<file path="config.mk">
export PLATFORM = sky130hd
export DESIGN_NAME = uart_frame_receiver
export DESIGN_NICKNAME = d
export VERILOG_FILES = /design/src/rtl/uart_frame_pkg.sv /design/src/rtl/uart_rx_core.sv /design/src/rtl/uart_frame_receiver.sv
export SDC_FILE = /design/constraint.sdc
export NUM_CORES = 1
export LEC_CHECK = 0
export ABC_AREA = 0
export CAP_MARGIN = 5
export CORE_MARGIN = 4
export CORE_UTILIZATION = 60
export CTS_CLUSTER_DIAMETER = 150
export DETAILED_ROUTE_END_ITERATION = 10
export DONT_BUFFER_PORTS = 1
export PLACE_DENSITY_LB_ADDON = 0.15
export SETUP_SLACK_MARGIN = 0.4
export SYNTH_ARGS = -nofsm -noshare
export SYNTH_HDL_FRONTEND = slang
export SYNTH_SLANG_ARGS = --single-unit
</file>
<file path="constraint.sdc">
create_clock -name CLOCK_50 -period 2.4 [get_ports CLOCK_50]
set_clock_uncertainty 0.1 [all_clocks]
set_input_delay 0.6 -clock CLOCK_50 [delete_from_list [all_inputs] [get_ports CLOCK_50]]
set_output_delay 0.6 -clock CLOCK_50 [all_outputs]
set_load 0.1 [all_outputs]
</file>
<file path="src/rtl/uart_frame_pkg.sv">
// Shared types and constants for the UART frame receiver.
// Holds the sync byte, error codes, FSM state enums and the baud divider helper.
package uart_frame_pkg;

  localparam logic [7:0] SYNC_BYTE = 8'hA5;

  typedef enum logic [1:0] {
    CSUM    = 2'd0,
    FRAMING = 2'd1,
    LEN     = 2'd2,
    TIMEOUT = 2'd3
  } err_code_t;

  typedef enum logic [2:0] {
    RX_IDLE,
    RX_START,
    RX_DATA,
    RX_STOP,
    RX_BREAK
  } rx_state_t;

  typedef enum logic [2:0] {
    P_SYNC,
    P_CMD,
    P_LEN,
    P_PAY,
    P_CSUM
  } parse_state_t;

  // Clocks per 16x oversampling tick, never below one.
  function automatic int div_of(int clk_freq, int baud);
    int d;
    d = clk_freq / (baud * 16);
    return (d < 1) ? 1 : d;
  endfunction

endpackage

</file>
<file path="src/rtl/uart_rx_core.sv">
// 8N1 byte receiver: rx synchroniser, 16x baud tick and bit-level FSM.
// Ports: clk, rst_n, rx in; byte_data, byte_valid, framing_err, tick, idle out.
module uart_rx_core
  import uart_frame_pkg::*;
#(
  parameter int CLK_FREQ = 50_000_000,
  parameter int BAUD     = 115200
) (
  input  logic       clk,
  input  logic       rst_n,
  input  logic       rx,
  output logic [7:0] byte_data,
  output logic       byte_valid,
  output logic       framing_err,
  output logic       tick,
  output logic       idle
);

  localparam int DIV = div_of(CLK_FREQ, BAUD);
  localparam int DW  = (DIV > 1) ? $clog2(DIV) : 1;

  logic [DW-1:0] div_cnt;
  logic          s1;
  logic          s2;
  rx_state_t     st;
  logic [3:0]    tcnt;
  logic [2:0]    bitn;
  logic [7:0]    shift;

  assign tick = (div_cnt == DW'(DIV - 1));
  assign idle = (st == RX_IDLE);

  always_ff @(posedge clk or negedge rst_n) begin
    if (!rst_n) begin
      div_cnt <= '0;
    end else if (tick) begin
      div_cnt <= '0;
    end else begin
      div_cnt <= div_cnt + 1'b1;
    end
  end

  always_ff @(posedge clk or negedge rst_n) begin
    if (!rst_n) begin
      s1 <= 1'b1;
      s2 <= 1'b1;
    end else begin
      s1 <= rx;
      s2 <= s1;
    end
  end

  always_ff @(posedge clk or negedge rst_n) begin
    if (!rst_n) begin
      st          <= RX_IDLE;
      tcnt        <= '0;
      bitn        <= '0;
      shift       <= '0;
      byte_data   <= '0;
      byte_valid  <= 1'b0;
      framing_err <= 1'b0;
    end else begin
      byte_valid  <= 1'b0;
      framing_err <= 1'b0;
      unique case (st)
        RX_IDLE: begin
          if (!s2) begin
            tcnt <= '0;
            st   <= RX_START;
          end
        end
        RX_START: begin
          if (tick) begin
            if (tcnt == 4'd7) begin
              tcnt <= '0;
              bitn <= '0;
              // A high line at mid-bit was only a glitch.
              st   <= s2 ? RX_IDLE : RX_DATA;
            end else begin
              tcnt <= tcnt + 4'd1;
            end
          end
        end
        RX_DATA: begin
          if (tick) begin
            tcnt <= tcnt + 4'd1;
            if (tcnt == 4'd15) begin
              shift <= {s2, shift[7:1]};
              bitn  <= bitn + 3'd1;
              if (bitn == 3'd7) st <= RX_STOP;
            end
          end
        end
        RX_STOP: begin
          if (tick) begin
            tcnt <= tcnt + 4'd1;
            if (tcnt == 4'd15) begin
              if (s2) begin
                byte_data  <= shift;
                byte_valid <= 1'b1;
                st         <= RX_IDLE;
              end else begin
                framing_err <= 1'b1;
                st          <= RX_BREAK;
              end
            end
          end
        end
        RX_BREAK: begin
          if (s2) st <= RX_IDLE;
        end
        default: st <= RX_IDLE;
      endcase
    end
  end

endmodule

</file>
<file path="src/rtl/uart_frame_receiver.sv">
// Frame parser on top of uart_rx_core: A5, CMD, LEN, payload, XOR checksum.
// Ports: CLOCK_50, RESET_N, uart_rx in; byte, payload, frame status, busy out.
module uart_frame_receiver
  import uart_frame_pkg::*;
#(
  parameter int CLK_FREQ     = 50_000_000,
  parameter int BAUD         = 115200,
  parameter int MAX_LEN      = 16,
  parameter int TIMEOUT_BITS = 40
) (
  input  logic       CLOCK_50,
  input  logic       RESET_N,
  input  logic       uart_rx,
  output logic [7:0] byte_data,
  output logic       byte_valid,
  output logic [7:0] cmd,
  output logic [7:0] pay_data,
  output logic       pay_valid,
  output logic       pay_last,
  output logic       frame_done,
  output logic       frame_err,
  output logic [1:0] err_code,
  output logic       busy
);

  localparam int GAP_MAX = TIMEOUT_BITS * 16;
  localparam int GW      = $clog2(GAP_MAX + 1);

  logic         ferr;
  logic         tick;
  logic         rx_idle;
  parse_state_t ps;
  logic [7:0]   csum;
  logic [7:0]   len;
  logic [7:0]   cnt;
  logic [GW-1:0] gap;
  logic         counting;
  logic         timeout;

  uart_rx_core #(
    .CLK_FREQ(CLK_FREQ),
    .BAUD    (BAUD)
  ) u_core (
    .clk        (CLOCK_50),
    .rst_n      (RESET_N),
    .rx         (uart_rx),
    .byte_data  (byte_data),
    .byte_valid (byte_valid),
    .framing_err(ferr),
    .tick       (tick),
    .idle       (rx_idle)
  );

  assign busy     = (ps != P_SYNC);
  // Gap only grows while the line is quiet inside a frame.
  assign counting = busy && rx_idle && tick;
  assign timeout  = counting && (gap == GW'(GAP_MAX - 1));

  always_ff @(posedge CLOCK_50 or negedge RESET_N) begin
    if (!RESET_N) begin
      ps         <= P_SYNC;
      csum       <= '0;
      len        <= '0;
      cnt        <= '0;
      gap        <= '0;
      cmd        <= '0;
      pay_data   <= '0;
      pay_valid  <= 1'b0;
      pay_last   <= 1'b0;
      frame_done <= 1'b0;
      frame_err  <= 1'b0;
      err_code   <= '0;
    end else begin
      pay_valid  <= 1'b0;
      pay_last   <= 1'b0;
      frame_done <= 1'b0;
      frame_err  <= 1'b0;
      if (ferr && busy) begin
        frame_err <= 1'b1;
        err_code  <= FRAMING;
        ps        <= P_SYNC;
        gap       <= '0;
      end else if (byte_valid) begin
        gap <= '0;
        unique case (ps)
          P_SYNC: begin
            if (byte_data == SYNC_BYTE) ps <= P_CMD;
          end
          P_CMD: begin
            cmd  <= byte_data;
            csum <= byte_data;
            ps   <= P_LEN;
          end
          P_LEN: begin
            csum <= csum ^ byte_data;
            len  <= byte_data;
            cnt  <= '0;
            if (byte_data > 8'(MAX_LEN)) begin
              frame_err <= 1'b1;
              err_code  <= LEN;
              ps        <= P_SYNC;
            end else if (byte_data == 8'd0) begin
              ps <= P_CSUM;
            end else begin
              ps <= P_PAY;
            end
          end
          P_PAY: begin
            csum      <= csum ^ byte_data;
            pay_data  <= byte_data;
            pay_valid <= 1'b1;
            cnt       <= cnt + 8'd1;
            if (cnt == len - 8'd1) begin
              pay_last <= 1'b1;
              ps       <= P_CSUM;
            end
          end
          P_CSUM: begin
            if (byte_data == csum) begin
              frame_done <= 1'b1;
            end else begin
              frame_err <= 1'b1;
              err_code  <= CSUM;
            end
            ps <= P_SYNC;
          end
          default: ps <= P_SYNC;
        endcase
      end else if (timeout) begin
        frame_err <= 1'b1;
        err_code  <= TIMEOUT;
        ps        <= P_SYNC;
        gap       <= '0;
      end else if (!busy) begin
        gap <= '0;
      end else if (counting) begin
        gap <= gap + 1'b1;
      end
    end
  end

endmodule

</file>
==> results of run 1 <==
[final timing paths]
path / startpoint / slack, ns / to
max: len[1] / 0.15 / ps[0]
min: RESET_N / -0.18 / pay_data[1]
min reg2reg: u_core.s1 / 0.26 / u_core.s2
max in group asynchronous: RESET_N / 2.17 / u_core.s1
min in group CLOCK_50: uart_rx / 0.13 / u_core.s1
max reg2reg: len[1] / 0.15 / ps[0]
[sequential cells by signal, indices dropped and copies added (netlist names)]
name,cells
cmd,8
cnt,8
csum,8
err_code,2
frame_done,1
frame_err,1
gap,10
len,8
pay_data,8
pay_last,1
pay_valid,1
ps,3
u_core.bitn,3
u_core.byte_data,8
u_core.byte_valid,1
u_core.div_cnt,5
u_core.framing_err,1
u_core.s1,1
u_core.s2,1
u_core.shift,8
u_core.st,3
u_core.tcnt,4
[critical path, cell delays in order (launching register included)]
cell,delay [ns]
dfrtp_1,0.41
inv_2,0.09
ha_4,0.14
or3b_4,0.40
nor4_2,0.14
o2111ai_1,0.15
a311o_1,0.35
a221o_1,0.36
[layout make-up]
class | instances | area, sq um | area share
Inverter | 21 | 78.8 | 0.0136
Sequential cell | 94 | 2390 | 0.414
Clock inverter | 3 | 65.1 | 0.0112
Tap cell | 102 | 128 | 0.0221
Multi-Input combinational cell | 331 | 2340 | 0.404
Timing Repair Buffer | 78 | 613 | 0.106
Clock buffer | 13 | 169 | 0.0292
[per-stage QoR]
step | power (W) | std cells | utilization
floorplan | 0.00162 | 476 | -
global placement | 0.00162 | 592 | 0.666
detailed placement | 0.00162 | 592 | 0.666
CTS | 0.00282 | 618 | 0.713
global route | 0.00289 | 642 | 0.749
finish | 0.00281 | 642 | 0.749
[repair_timing]
item | in CTS | in global routing
pin swaps | 7 | 11
hold endpoints to repair | 94 | 94
endpoints found under the setup margin | 17 | 47
buffers inserted | 10 | 24
gates resized for setup | 18 | 20
[cell families after synthesis]
group                      after synthesis
AOI/OAI and AO/OA                      105
xor gates and xnor gates                26
adders and majority gates                8
buffers and inverters                   51
DFF                                     94
muxes                                   24
and+or+nand+nor                        168
[metal layers]
metal | vias to the layer above | wire, um | global-route usage
met1 | 1848 | 4370 | 0.284
li1 | 1789 | - | -
met2 | 176 | 5460 | 0.392
met4 | 0 | 259 | 0.0929
met3 | 28 | 776 | 0.0474
met5 | - | 0 | 0
[cells in the final DEF (no fill, tap or decap), types with 8 or more instances in the layout]
cell      count
mux2_4       11
xor2_1       19
o21ai_0      31
dfrtp_1      79
a311oi_1      8
buf_4        71
a31oi_1      10
a21oi_1      18
nor3_1       10
inv_1        18
nand2_1      52
nor2_1       41
mux2_2        9
dfrtp_4       9
clkbuf_8     12
[report_power, final]
part           switching, W  leakage, nW  internal [W]
clock              0.000551        0.120      0.000672
sequential       0.00000156         1.26       0.00159
combinational    0.00000104         1.31   0.000000210
==> reports/results.ini, run 1 <==
[placement]
gp_congestion=0.788
pre_cts_slack_ns=0.125
port_buffers=0
dpl.hpwl_mm=6.67
postPlaceCellArea_sq_mm=0.00514

[floorplanning]
die_x_um=97.1
io_pins=35
rows=32
fp.dieH_um=97.1
start_util=0.616
core_sq_mm=0.00773
dieArea_sq_mm=0.00942

[sta]
finalCriticalPeriod_ns=2.25
finalHoldViolCount=92
layout_setup_ws_ns=0.152
max_slew_margin=0.667
tns_ns=0
fmax_mhz=445
setup_viol=0
rsz0062_at_grt=true
tightest_slew_ns=0.499
fin_crit_sh=0.937
finalMaxSlewViolations=0
hold_ws_ns=-0.184

[layout]
layout.nets=546
fin_area_sq_mm=0.00579
antenna_cells=0
fill_cells=520
layout-drive-gt1-share=0.304
layout-area-overhead-vs-synth_pct=21.5

[synth]
synth_top_area_cell=dfrtp_1
yosysMostFrequentCell=dfrtp_1
synth-simple-area-share=0.182
syn_inst=476
yosys_warnings=0
synth_mux_area_frac=0.0620
ys_top_cells_by_count=92 x dfrtp_1, 54 x nand2_1, 44 x nor2_1, 31 x o21ai_0, 21 x inv_1
synthTopCellsByArea=dfrtp_1 48%, nand2_1 4.3%, xor2_1 3.5%
syn_area_sq_mm=0.00476
yosys.area_share.xor_xnor=0.0478
synth_edf_count=0
synth-compound-area-share=0.146
synthFlopType=dfrtp_1
yosysTopAreaCellShare=0.484
syn_nets=487
ys_seq_elements=94
synth_top_family_by_area=simple AND/OR/NAND/NOR gates
syn_avg_cell_area_sq_um=10.0
ys_types=71
synth_fa_ha_area_frac=0.0210
synthArstFlopShare=1.00
seq_area_frac_synth=0.495

[status]
status=complete, but fails checks
violations=negative hold slack

[global_route]
grt_pass1_wl_mm=17.8
grt_pass1_vias=3666
grt_max_degree=95
grt_usage=0.229
overflow=0
antenna_found_initial=0

[power_and_ir_drop]
irDropWorstVdd_v=0.000339
p_per_area_mw_per_mm2=486
p_leak_nw=2.69

[route]
postRouteWirelength_mm=10.9
drcViolationCount=0
via_per_inst=5.98
drtPass1Iterations=5
drtIter0Drc=267
ant_nets=0
vias=3841
wire_per_inst_um=16.9

[critical_path]
end_kind=flop
reg2reg_depth=7
start_kind=flop
crit_required_ns=2.56
worstPathArrival_ns=2.41
critPathKind=flop to flop
cp_max_fo=3

[clock_tree]
clk-insertion-delay-late_ns=0.37
cts-buffers-inserted=9
clk_pin_slew_ns=0.09
cts_max_level=3
cts_tree=yes
cts_buffer_depth=2
root_buffer=clkbuf_8
cts_num_sinks=94

[min_path]
hold_path_class=primary input to async pin

[flow_run]
max_cap_violations=0

Note: power is estimated with default switching activity, not from simulation.
==> run 2, diff against run 1 <==
- clock period: 2.4 -> 2.1 ns (I/O delays scaled with it)
==> run 2 against run 1 <==
Routed wire length rose by 27%. Sequential power increased by 14%. First-iteration DRC count increased by 3.0%. Largest cell class is now multi-input combinational cells. Highest routed layer unchanged. Utilization increased by 9.1 points. The flow finishes with violations (negative hold slack, negative setup slack). Fmax fell by 4.2%. Critical path type unchanged. Via count increased by 9.6%.
==> reports/results.ini, run 2 (synthesis results as in run 1) <==
[layout]
largest_reg_flops=10  ; unchanged
layout-drive-gt1-share=0.430  ; +0.126
final_cell_mix=80 x dfrtp_1, 59 x buf_4, 38 x nor2_1
layout_commonest_cell=dfrtp_1
layout.nets=571  ; +4.6%
layout-area-overhead-vs-synth_pct=36.3
top_register=gap
antenna_cells=0  ; unchanged

[critical_path]
crit_chain=ha_1 -> and3_1 -> nand4_1 -> o31ai_4 -> a211oi_2 -> mux2_1
start_kind=flop
crit_required_ns=2.26  ; -0.30 ns
critPathSlowestCell=dfrtp_1
critPathKind=flop to flop
worstPathArrival_ns=2.51  ; +0.10 ns
end_kind=flop
cp_max_fo=5  ; +2
max_stage_delay_ns=0.43  ; +0.02 ns

[placement]
dpl.hpwl_mm=7.44  ; +12%
port_buffers=0  ; unchanged
gp_congestion=0.825  ; +4.7%
pre_cts_slack_ns=-0.0705  ; -0.195 ns

[route]
drtPass1Iterations=5  ; unchanged
vias=4208  ; +9.6%
ant_nets=0  ; unchanged
wire_per_inst_um=20.7  ; +22%
postRouteWirelength_mm=13.8  ; +27%
via_per_inst=6.31  ; +5.4%
drcViolationCount=0  ; unchanged
drtIter0Drc=275  ; +3.0%

[status]
violations=negative hold slack, negative setup slack
status=complete, but fails checks

[sta]
layout_setup_ws_ns=-0.247  ; -0.399 ns
fmax_mhz=426  ; -4.2%
max_slew_margin=0.586  ; -0.0813
tightest_slew_ns=0.616  ; +0.117 ns
rsz0062_at_grt=true
finalMaxSlewViolations=0  ; unchanged
finalCriticalPeriod_ns=2.35  ; +0.0993 ns
finalHoldViolCount=94  ; +2.2%
hold_ws_ns=-0.267  ; -0.0827 ns
fin_crit_sh=1.12  ; +0.181
setup_viol=15  ; +15

[power_and_ir_drop]
p_leak_nw=2.93  ; +8.9%
irDropWorstVdd_v=0.000564  ; +66%
power_w=0.00306  ; +8.9%
p_per_area_mw_per_mm2=472  ; -2.9%

[floorplanning]
start_util=0.616  ; unchanged
io_pins=35  ; unchanged
dieArea_sq_mm=0.00942  ; unchanged
core_sq_mm=0.00773  ; unchanged
fp.dieH_um=97.1  ; unchanged
die_x_um=97.1  ; unchanged
rows=32  ; unchanged

[clock_tree]
clk-insertion-delay-late_ns=0.37  ; about the same
cts_tree=yes
root_buffer=clkbuf_8
cts-buffers-inserted=9  ; unchanged
cts_buffer_depth=2  ; unchanged
clk_pin_slew_ns=0.09  ; about the same
cts_num_sinks=94  ; unchanged
cts_max_level=3  ; unchanged

[global_route]
busiest_layer=met2
grt_usage=0.258  ; +0.0289
grt_max_degree=95  ; unchanged
met3_usage=0.0474  ; unchanged
overflow=0  ; unchanged
antenna_found_initial=0  ; unchanged
grt.met2_usage=0.465  ; +0.0732
globalRouteMet1Util=0.299  ; +0.0153
grt_pass1_wl_mm=19.7  ; +11%
grt_pass1_vias=3953  ; +7.8%

[flow_run]
max_cap_violations=0  ; unchanged

[min_path]
hold_path_class=primary input to async pin

==> run 2: report_power, final <==
group / switching [W] / internal, W
logic: 0.00000146 / 0.000000243
registers: 0.00000226 / 0.00181
clock network: 0.000686 / 0.000559
==> run 2: critical path: cells and delay by family, from the launching register on <==
kind	cells	cell delay (ns)
AND/OR/NAND/NOR	2	0.65
AO/OA/AOI/OAI	2	0.52
flip-flops	1	0.43
multiplexers	1	0.33
adder cells (fa/ha/maj)	1	0.20
==> run 2: area by class of cell <==
cell class / instances / area, sq um
timing repair buffer: 102 / 1030
inverter: 21 / 78.8
sequential: 94 / 2390
tap: 102 / 128
fill: 366 / 1240
clock buffer: 10 / 128
multi-input combinational: 332 / 2660
clock inverter: 6 / 72.6
==> run 2: per-layer routing <==
metal | part of all wire | vias up
li1 | - | 1853
met1 | 0.36 | 2097
met2 | 0.54 | 199
met3 | 0.060 | 59
met4 | 0.043 | 0
met5 | 0 | -
==> run 2: through the flow <==
step | hold slack [ns] | TNS [ns] | area [sq um] | util | instances
2_1_floorplan | 0.129 | -0.719 | 5090 | - | 476
3_3_place_gp | 0.132 | -0.0127 | 5370 | 0.695 | 609
3_5_place_dp | 0.132 | -0.235 | 5370 | 0.695 | 609
4_1_cts | -0.272 | -0.419 | 6120 | 0.792 | 650
5_1_grt | -0.284 | -2.95 | 6490 | 0.840 | 667
6_report | -0.267 | -1.77 | 6490 | 0.840 | 667
==> run 2: repair_timing <==
action                     in CTS  in global routing
pin swaps                      31                 42
hold endpoints to repair       94                 94
setup endpoints to repair      79                 93
buffers inserted               24                 16
gates resized for setup        98                 66
gates cloned                    1                  1
==> run 2: path summary, 6_finish.rpt <==
path | start | end | slack [ns] | depth (start not counted)
hold / removal | RESET_N | cnt[3] | -0.27 | 0
min in group CLOCK_50 | uart_rx | u_core.s1 | 0.05 | 0
setup / recovery | gap[0] | err_code[1] | -0.25 | 6
setup reg to reg | gap[0] | err_code[1] | -0.25 | 6
max in group asynchronous | RESET_N | u_core.s1 | 1.93 | 0
hold reg to reg | u_core.s1 | u_core.s2 | 0.26 | 0
